--- src/rtl/mem_req_ctrl.sv ---
// Load/store request controller between the execute stage and DATA_RAM.
// Moore FSM: checks each accepted op, issues one RAM start, returns a writeback or an exception.
module mem_req_ctrl #(
  parameter int TIMEOUT_CYCLES = 16
) (
  input  logic        clk,
  input  logic        rst,
  input  logic        req_valid,
  output logic        req_ready,
  input  logic        req_is_store,
  input  logic [2:0]  req_funct3,
  input  logic [31:0] req_rs1,
  input  logic [31:0] req_rs2,
  input  logic [31:0] req_imm,
  input  logic [4:0]  req_rd,
  output logic        ram_start,
  output logic [31:0] ram_op1,
  output logic [31:0] ram_op2,
  output logic [31:0] ram_imm_data,
  output logic [1:0]  ram_use_part,
  output logic [1:0]  ram_op_mode1,
  output logic [2:0]  ram_op_mode2,
  input  logic        ram_done,
  input  logic [31:0] ram_res,
  output logic        wb_valid,
  output logic        wb_we,
  output logic [4:0]  wb_rd,
  output logic [31:0] wb_data,
  output logic        exc_valid,
  output logic [1:0]  exc_cause,
  output logic [31:0] exc_addr,
  output logic        busy
);

  localparam int CNT_W = $clog2(TIMEOUT_CYCLES + 1);

  typedef enum logic [2:0] {IDLE, ISSUE, WAIT, RESP, ERR} state_t;

  state_t             state, state_nxt;
  logic [CNT_W-1:0]   cnt, cnt_nxt;

  logic [31:0] rs1_l, rs2_l, imm_l, ea_l, res_l;
  logic [2:0]  f3_l;
  logic        store_l;
  logic [4:0]  rd_l;
  logic [1:0]  cause_l;

  logic [31:0] ea;
  logic        illegal, misaligned, accept, timeout;

  function automatic logic [31:0] load_ext(input logic [2:0] f3, input logic [31:0] d);
    case (f3)
      3'b000:  load_ext = {{24{d[7]}}, d[7:0]};
      3'b001:  load_ext = {{16{d[15]}}, d[15:0]};
      3'b100:  load_ext = {24'd0, d[7:0]};
      3'b101:  load_ext = {16'd0, d[15:0]};
      default: load_ext = d;
    endcase
  endfunction

  assign ea         = req_rs1 + req_imm;
  assign illegal    = req_is_store ? (req_funct3 >= 3'b011)
                                   : (req_funct3 == 3'b011 || req_funct3[2:1] == 2'b11);
  assign misaligned = (req_funct3[1:0] == 2'b01 && ea[0]) ||
                      (req_funct3[1:0] == 2'b10 && ea[1:0] != 2'b00);
  assign accept     = (state == IDLE) && req_valid;
  // Counter is compared before increment, so the ERR edge lands TIMEOUT_CYCLES edges after the start edge.
  assign timeout    = (state == WAIT) && !ram_done && (cnt == CNT_W'(TIMEOUT_CYCLES - 2));

  always_ff @(posedge clk) begin
    if (!rst) begin
      state <= IDLE;
      cnt   <= '0;
    end else begin
      state <= state_nxt;
      cnt   <= cnt_nxt;
    end
  end

  always_comb begin
    state_nxt = state;
    cnt_nxt   = cnt;
    case (state)
      IDLE:  if (req_valid) state_nxt = (illegal || misaligned) ? ERR : ISSUE;
      ISSUE: begin
        state_nxt = WAIT;
        cnt_nxt   = '0;
      end
      WAIT: begin
        if (ram_done)     state_nxt = RESP;
        else if (timeout) state_nxt = ERR;
        else              cnt_nxt   = cnt + 1'b1;
      end
      RESP:    state_nxt = IDLE;
      ERR:     state_nxt = IDLE;
      default: state_nxt = IDLE;
    endcase
  end

  always_ff @(posedge clk) begin
    if (accept) begin
      rs1_l   <= req_rs1;
      rs2_l   <= req_rs2;
      imm_l   <= req_imm;
      ea_l    <= ea;
      f3_l    <= req_funct3;
      store_l <= req_is_store;
      rd_l    <= req_rd;
      cause_l <= illegal ? 2'b01 : 2'b00;
    end
    if (state == WAIT && ram_done) res_l <= ram_res;
    if (timeout) cause_l <= 2'b10;
  end

  logic ram_act;
  assign ram_act = (state == ISSUE) || (state == WAIT);

  assign req_ready    = (state == IDLE);
  assign busy         = (state != IDLE);
  assign ram_start    = (state == ISSUE);
  assign ram_op1      = ram_act ? rs1_l : 32'd0;
  assign ram_op2      = ram_act ? rs2_l : 32'd0;
  assign ram_imm_data = ram_act ? imm_l : 32'd0;
  assign ram_use_part = ram_act ? f3_l[1:0] : 2'b00;
  assign ram_op_mode1 = (ram_act && store_l) ? 2'b01 : 2'b00;
  assign ram_op_mode2 = ram_act ? f3_l : 3'b000;

  assign wb_valid  = (state == RESP);
  assign wb_we     = wb_valid && !store_l && (rd_l != 5'd0);
  assign wb_rd     = wb_valid ? rd_l : 5'd0;
  assign wb_data   = (wb_valid && !store_l) ? load_ext(f3_l, res_l) : 32'd0;

  assign exc_valid = (state == ERR);
  assign exc_cause = exc_valid ? cause_l : 2'b00;
  assign exc_addr  = exc_valid ? ea_l : 32'd0;

endmodule

--- config.mk ---
export PLATFORM = sky130hd
export DESIGN_NAME = mem_req_ctrl
export DESIGN_NICKNAME = d
export VERILOG_FILES = /design/src/rtl/mem_req_ctrl.sv
export SDC_FILE = /design/constraint.sdc
export NUM_CORES = 1
export LEC_CHECK = 0
export ABC_AREA = 1
export CAP_MARGIN = 20
export CORE_MARGIN = 2
export CORE_UTILIZATION = 34
export DETAILED_ROUTE_END_ITERATION = 10
export PLACE_DENSITY_LB_ADDON = 0.25
export SETUP_SLACK_MARGIN = 0.3
export SKIP_CTS_REPAIR_TIMING = 1
export SYNTH_ARGS = -nofsm -noshare
export SYNTH_HDL_FRONTEND = slang
export SYNTH_SLANG_ARGS = --single-unit
export TNS_END_PERCENT = 10
--- constraint.sdc ---
create_clock -name clk -period 8.5 [get_ports clk]
set_input_delay 1.275 -clock clk [delete_from_list [all_inputs] [get_ports clk]]
set_output_delay 1.275 -clock clk [all_outputs]
set_load 0.05 [all_outputs]
==> out/qor.csv, run 1 <==
stage;metric;value;unit
power_and_ir_drop;worst ir drop on vdd;0.1199;mV
drt;ANT nets after route;0;
global_routing;first-pass GRT wire length;40.25;mm
layout;ratio of cells with drive above 1 in the final layout;0.04432;
drt;detailed-route wire length per cell;14.89;um
global_routing;via count of the first global-routing pass;7363;
die;die outline area;0.02920;mm^2
critical_path;Crit. End Element;primary output;
synth;Post-Synthesis Cells;1109;
synth;synthesized cell area;0.009469;mm^2
flow_run;number of violations of the max-capacitance limit;0;
clocking;clock latency at the later pin of the worst-skew pair;0.43;ns
global_routing;pin count of the biggest net entering global routing;80;
die;die height;170.9;um
critical_path;CP Max Fanout;71;
global_routing;All-Layer GR Usage;0.1823;
sta;worst slew pin tran;1.018;ns
critical_path;CP Data Required Time;7.22;ns
sta;number of pins exceeding their max-slew limit in the final report;0;
layout;# nets final;1606;
sta;WHS;0.4909;ns
die;Die Span X;170.9;um
layout;final core occ;0.4933;
drt;Remaining DRCs;0;
synth;sequential cell area fraction in the yosys report;0.5571;
clocking;Root Buffer;clkbuf_16;
min_path;Tightest Hold Check Type;flip-flop to flip-flop;
clocking;number of buffers between clock root and the deepest sink;2;
global_routing;Remaining Overflow, GRT;0;
die;I/O pin count;321;
placed_design;worst-case setup slack after placement;4.462;ns
clocking;TritonCTS sink count;179;
synth;Synth Net Count;1284;
sta;Highest Clock Rate;225.2;MHz
clocking;clock-pin slew on the worst setup and hold paths;0.08;ns
critical_path;worst endpoint data arrival time;3.17;ns
drt;number of vias per cell after detailed routing;4.347;
clocking;H-tree levels;4;
layout;area added between synthesis and finish;43.93;%
sta;Final Hold Vio Count;0;
clocking;number of clock buffers inserted by TritonCTS;17;
critical_path;kind of launch point of the worst setup path;flip-flop;
drt;overall routed net length;27.15;mm
placed_design;PortBufs;319;
sta;Final setup viols;0;
global_routing;initial antenna violation count;1;
sta;fin crit share;0.5225;
die;Core Region;0.02763;mm^2
power_and_ir_drop;total power;2653;uW
clocking;clock tree from TritonCTS;built;
sta;Sum Neg Setup Slack;0;ns
synth;number of storage elements in the synthesis netlist;179;
die;effective utilization at floorplan;0.3427;
drt;via count;7924;
power_and_ir_drop;static leakage power;0.006248;uW
sta;time the worst path needs with I/O delays and setup;4.441;ns
drt;DRT iter0 DRCs;478;
placed_design;weighted congestion reported at the end of routability-driven placement;0.8802;
critical_path;cell depth of the worst flop-to-flop path;4;
sta;worst path setup slack after routing;4.059;ns
synth;Avg Cell Area, Syn;8.538;um^2
sta;unrepaired setup endpoints after global routing;no;
sta;clk_skew;0.01227;ns
run_status;outcome;finished, final reports clean;
synth;most frequently used flop master after synthesis;edfxtp_1;
synth;Yosys warnings;0;
synth;number of distinct library cell variants in the gate-level netlist after synthesis;36;
critical_path;crit path kind;flip-flop to primary output;
min_path;worst hold path stage count;2;
die;FP Rows;61;
sta;Slew Limit Headroom;0.3211;
drt;number of detailed-route iterations in the first pass;6;
placed_design;post-detail-place hpwl;20.87;mm
power_and_ir_drop;areal power density over the cells;194.6;mW/mm^2
synth;share of synthesized flip-flops with an asynchronous set or reset;0;
layout;fill cell count;2660;
synth;count of flip-flops with a built-in enable after synthesis;169;
registers in the layout (all words and copies together) (netlist names):
name	count
cause_l	2
rs2_l	32
store_l	1
res_l	32
rd_l	5
state	3
rs1_l	32
ea_l	32
f3_l	3
cnt	5
imm_l	32
cells in the final DEF (no fill, tap or decap), types with 2 or more instances in the layout:
master | netlist | final
ha_1 | 33 | 33
clkinv_8 | 0 | 5
inv_6 | 0 | 4
nor3_1 | 7 | 7
xor2_1 | 18 | 18
o21ai_0 | 8 | 8
nand2_1 | 245 | 245
nand4_1 | 4 | 4
dfxtp_1 | 10 | 10
inv_2 | 8 | 7
clkbuf_16 | 0 | 17
buf_4 | 3 | 3
o21bai_1 | 2 | 2
nand3_1 | 31 | 31
clkinv_2 | 0 | 3
nor3_4 | 2 | 2
nor2_2 | 10 | 11
edfxtp_1 | 169 | 169
clkdlybuf4s50_1 | 0 | 319
a21oi_1 | 36 | 36
inv_8 | 0 | 3
nor2_1 | 223 | 222
inv_1 | 268 | 267
worst max-delay path: stages, from the launching register on:
cell and delay [ns]:
dfxtp_1 0.36, inv_1 0.14, nand3_1 0.14, nand2_1 0.16, clkinv_2 0.36, buf_4 0.45
nor2_1 0.20, clkdlybuf4s50_1 0.83
cell families (layout without fill, tap and decap cells):
kind of cell             count (synthesis)  count (layout)  synth area share
AND/OR/NAND/NOR                        530             530            0.2263
buffers and inverters                  295             630            0.1234
flip-flops                             179             179            0.5571
AO/OA/AOI/OAI                           51              51           0.02947
adder cells (fa/ha/maj)                 34              34           0.04572
XOR/XNOR                                19              19           0.01757
other                                    1               2         0.0003960
area by class of cell:
cell class,count,area (um^2),share of cell area
diodes,1,2.502,0.0001836
clock inverters,15,167.7,0.01230
flip-flops and latches,179,5275,0.3870
repair buffers,322,3216,0.2359
inverters,276,1042,0.07647
clock buffers,17,425.4,0.03121
multi-input cells,635,3028,0.2222
well taps,378,473.0,0.03470
where the power goes:
group / switching, uW / leakage (uW) / internal (uW) / total (uW)
sequential: 26.6 / 0.00168 / 1080 / 1110
combinational: 507 / 0.00428 / 241 / 748
clock: 397 / 0.000288 / 395 / 793
cell usage after synthesis, types with 2 or more instances:
library cell / count / area share
inv_1: 268 / 0.11
nand2_1: 245 / 0.097
nor2_1: 223 / 0.088
edfxtp_1: 169 / 0.54
a21oi_1: 36 / 0.019
ha_1: 33 / 0.044
nand3_1: 31 / 0.016
xor2_1: 18 / 0.017
buf_2: 10 / 0.0053
dfxtp_1: 10 / 0.021
nor2_2: 10 / 0.0066
inv_2: 8 / 0.0032
o21ai_0: 8 / 0.0042
nor3_1: 7 / 0.0037
buf_6: 5 / 0.0059
nand4_1: 4 / 0.0026
buf_4: 3 / 0.0024
nor3_4: 2 / 0.0034
o21bai_1: 2 / 0.0016
final timing paths:
check | from | end | slack (ns)
worst max-delay path | state[2] | ram_imm_data[15] | 4.06
worst min-delay path | cause_l[1] | cause_l[1] | 0.49
worst min register to register | cause_l[1] | cause_l[1] | 0.49
worst max register to register | state[2] | ea_l[9] | 5.87
per-layer routing:
metal	vias to the layer above	track usage	wire length, um
li1	4013	-	-
met1	3624	0.2184	11410
met2	254	0.3221	13310
met3	33	0.04904	1891
met4	0	0.05048	533
met5	-	0	0
per-stage QoR:
step | area, um^2 | std cells
floorplan | 9469 | 1109
global placement | 13030 | 1790
detailed placement | 13030 | 1790
CTS | 13630 | 1822
global route | 13630 | 1822
finish | 13630 | 1823
Note: power is estimated with default switching activity, not from simulation.
==> run 2, diff against run 1 <==
- clock period: 8.5 -> 4.45 ns (I/O delays scaled with it)
==> run 2 against run 1 <==
Net effect: final cell count is 0.22% higher; routed wire length up 0.31%; power increased by 93%; sequential cell count unchanged; cell area increased by 0.59%; critical endpoint is now ram_imm_data[13].
==> out/qor.csv, run 2 (synthesis gave the netlist of run 1 again) <==
stage;metric;value;unit
critical_path;Crit. End Element;primary output;
sta;clk_skew;0.01606;ns
sta;Slew Limit Headroom;0.4031;
clocking;H-tree levels;4;
critical_path;CP Max Fanout;53;
drt;number of vias per cell after detailed routing;4.328;
layout;highest-count cells in the layout ignoring fill and taps;319 x clkdlybuf4s50_1, 267 x inv_1, 245 x nand2_1;
power_and_ir_drop;areal power density over the cells;373.3;mW/mm^2
global_routing;via count of the first global-routing pass;7375;
layout;fill cell count;2628;
clocking;clock tree from TritonCTS;built;
drt;overall routed net length;27.23;mm
layout;Antenna diodes;0;
layout;ratio of cells with drive above 1 in the final layout;0.04762;
drt;via count;7908;
placed_design;PortBufs;319;
clocking;clock latency at the later pin of the worst-skew pair;0.43;ns
layout;area added between synthesis and finish;44.78;%
sta;unrepaired setup endpoints after global routing;no;
sta;Final Hold Vio Count;0;
drt;number of detailed-route iterations in the first pass;5;
sta;fin crit share;0.8115;
global_routing;All-Layer GR Usage;0.1813;
clocking;number of clock buffers inserted by TritonCTS;17;
die;die height;170.9;um
critical_path;kind of launch point of the worst setup path;flip-flop;
run_status;outcome;finished, final reports clean;
layout;# nets final;1611;
global_routing;first-pass GRT wire length;39.85;mm
placed_design;post-detail-place hpwl;21.20;mm
global_routing;pin count of the biggest net entering global routing;54;
power_and_ir_drop;static leakage power;0.006281;uW
clocking;Root Buffer;clkbuf_16;
die;I/O pin count;321;
die;Die Span X;170.9;um
critical_path;worst endpoint data arrival time;2.94;ns
die;Core Region;0.02763;mm^2
critical_path;crit path kind;flip-flop to primary output;
min_path;Tightest Hold Check Type;flip-flop to flip-flop;
clocking;number of buffers between clock root and the deepest sink;2;
sta;number of pins exceeding their max-slew limit in the final report;0;
drt;detailed-route wire length per cell;14.90;um
die;FP Rows;61;
sta;Sum Neg Setup Slack;0;ns
layout;final cell count without fillers;1827;
die;die outline area;0.02920;mm^2
die;effective utilization at floorplan;0.3427;
placed_design;weighted congestion reported at the end of routability-driven placement;0.9229;
clocking;TritonCTS sink count;179;
global_routing;Remaining Overflow, GRT;0;
clocking;clock-pin slew on the worst setup and hold paths;0.08;ns
sta;time the worst path needs with I/O delays and setup;3.611;ns
sta;Highest Clock Rate;276.9;MHz
sta;WHS;0.4915;ns
layout;most common library cell in the layout ignoring fill and taps;clkdlybuf4s50_1;
drt;DRT iter0 DRCs;447;
sta;Final setup viols;0;
global_routing;initial antenna violation count;1;
drt;ANT nets after route;0;
layout;final design area excluding fillers;0.01371;mm^2
sta;worst slew pin tran;0.8934;ns
critical_path;CP Data Required Time;3.78;ns
power_and_ir_drop;worst ir drop on vdd;0.2628;mV
drt;Remaining DRCs;0;
power_and_ir_drop;total power;5118;uW
placed_design;DP Area;0.01310;mm^2
placed_design;number of cells after detailed placement;1795;
flow_run;number of violations of the max-capacitance limit;0;
==> run 2: cell count changes in the layout (fill, tap and decap cells not counted), sizes merged <==
cell and delta:
diode -1, buf +5, clkinvlp +1, clkinv -1
==> run 2: metrics by stage <==
step,worst slack [ns],utilization
floorplan,1.055,-
global placement,0.9884,0.4740
detailed placement,0.9085,0.4740
CTS,0.3878,0.4962
global route,0.5711,0.4962
finish,0.8387,0.4962
==> run 2: final timing paths <==
check / from / endpoint / slack, ns / depth (start not counted)
setup / recovery: state[1] / ram_imm_data[13] / 0.84 / 7
hold / removal: cause_l[1] / cause_l[1] / 0.49 / 2
setup reg to reg: state[1] / ea_l[9] / 2.26 / 4
hold reg to reg: cause_l[1] / cause_l[1] / 0.49 / 2
==> run 2: cell type report <==
cell class,count,area [um^2],area share
clock inverters,15,187.7,0.01369
inverters,276,1042,0.07602
well taps,378,473.0,0.03450
flip-flops and latches,179,5275,0.3848
repair buffers,327,3278,0.2391
clock buffers,17,425.4,0.03103
multi-input cells,635,3028,0.2209
==> run 2: power by group <==
part | leakage, uW | internal [uW] | switching [uW]
sequential | 0.00168 | 2070 | 48.9
combinational | 0.00430 | 477 | 970
clock | 0.000292 | 767 | 785
==> run 2: critical path, cell delays in order, from the launching register on <==
cell	delay (ns)
dfxtp_1	0.46
inv_2	0.08
nand3_1	0.13
nand2_1	0.13
inv_4	0.41
buf_4	0.43
nor2_1	0.09
clkdlybuf4s50_1	0.72
==> run 2: per-layer routing <==
| metal | GRT usage | part of all wire | vias up |
|---|---|---|---|
| met2 | 0.3304 | 0.51 | 241 |
| met3 | 0.03724 | 0.066 | 28 |
| met1 | 0.2155 | 0.41 | 3598 |
| met5 | 0 | 0.00048 | - |
| li1 | - | - | 4039 |
| met4 | 0.05195 | 0.016 | 2 |
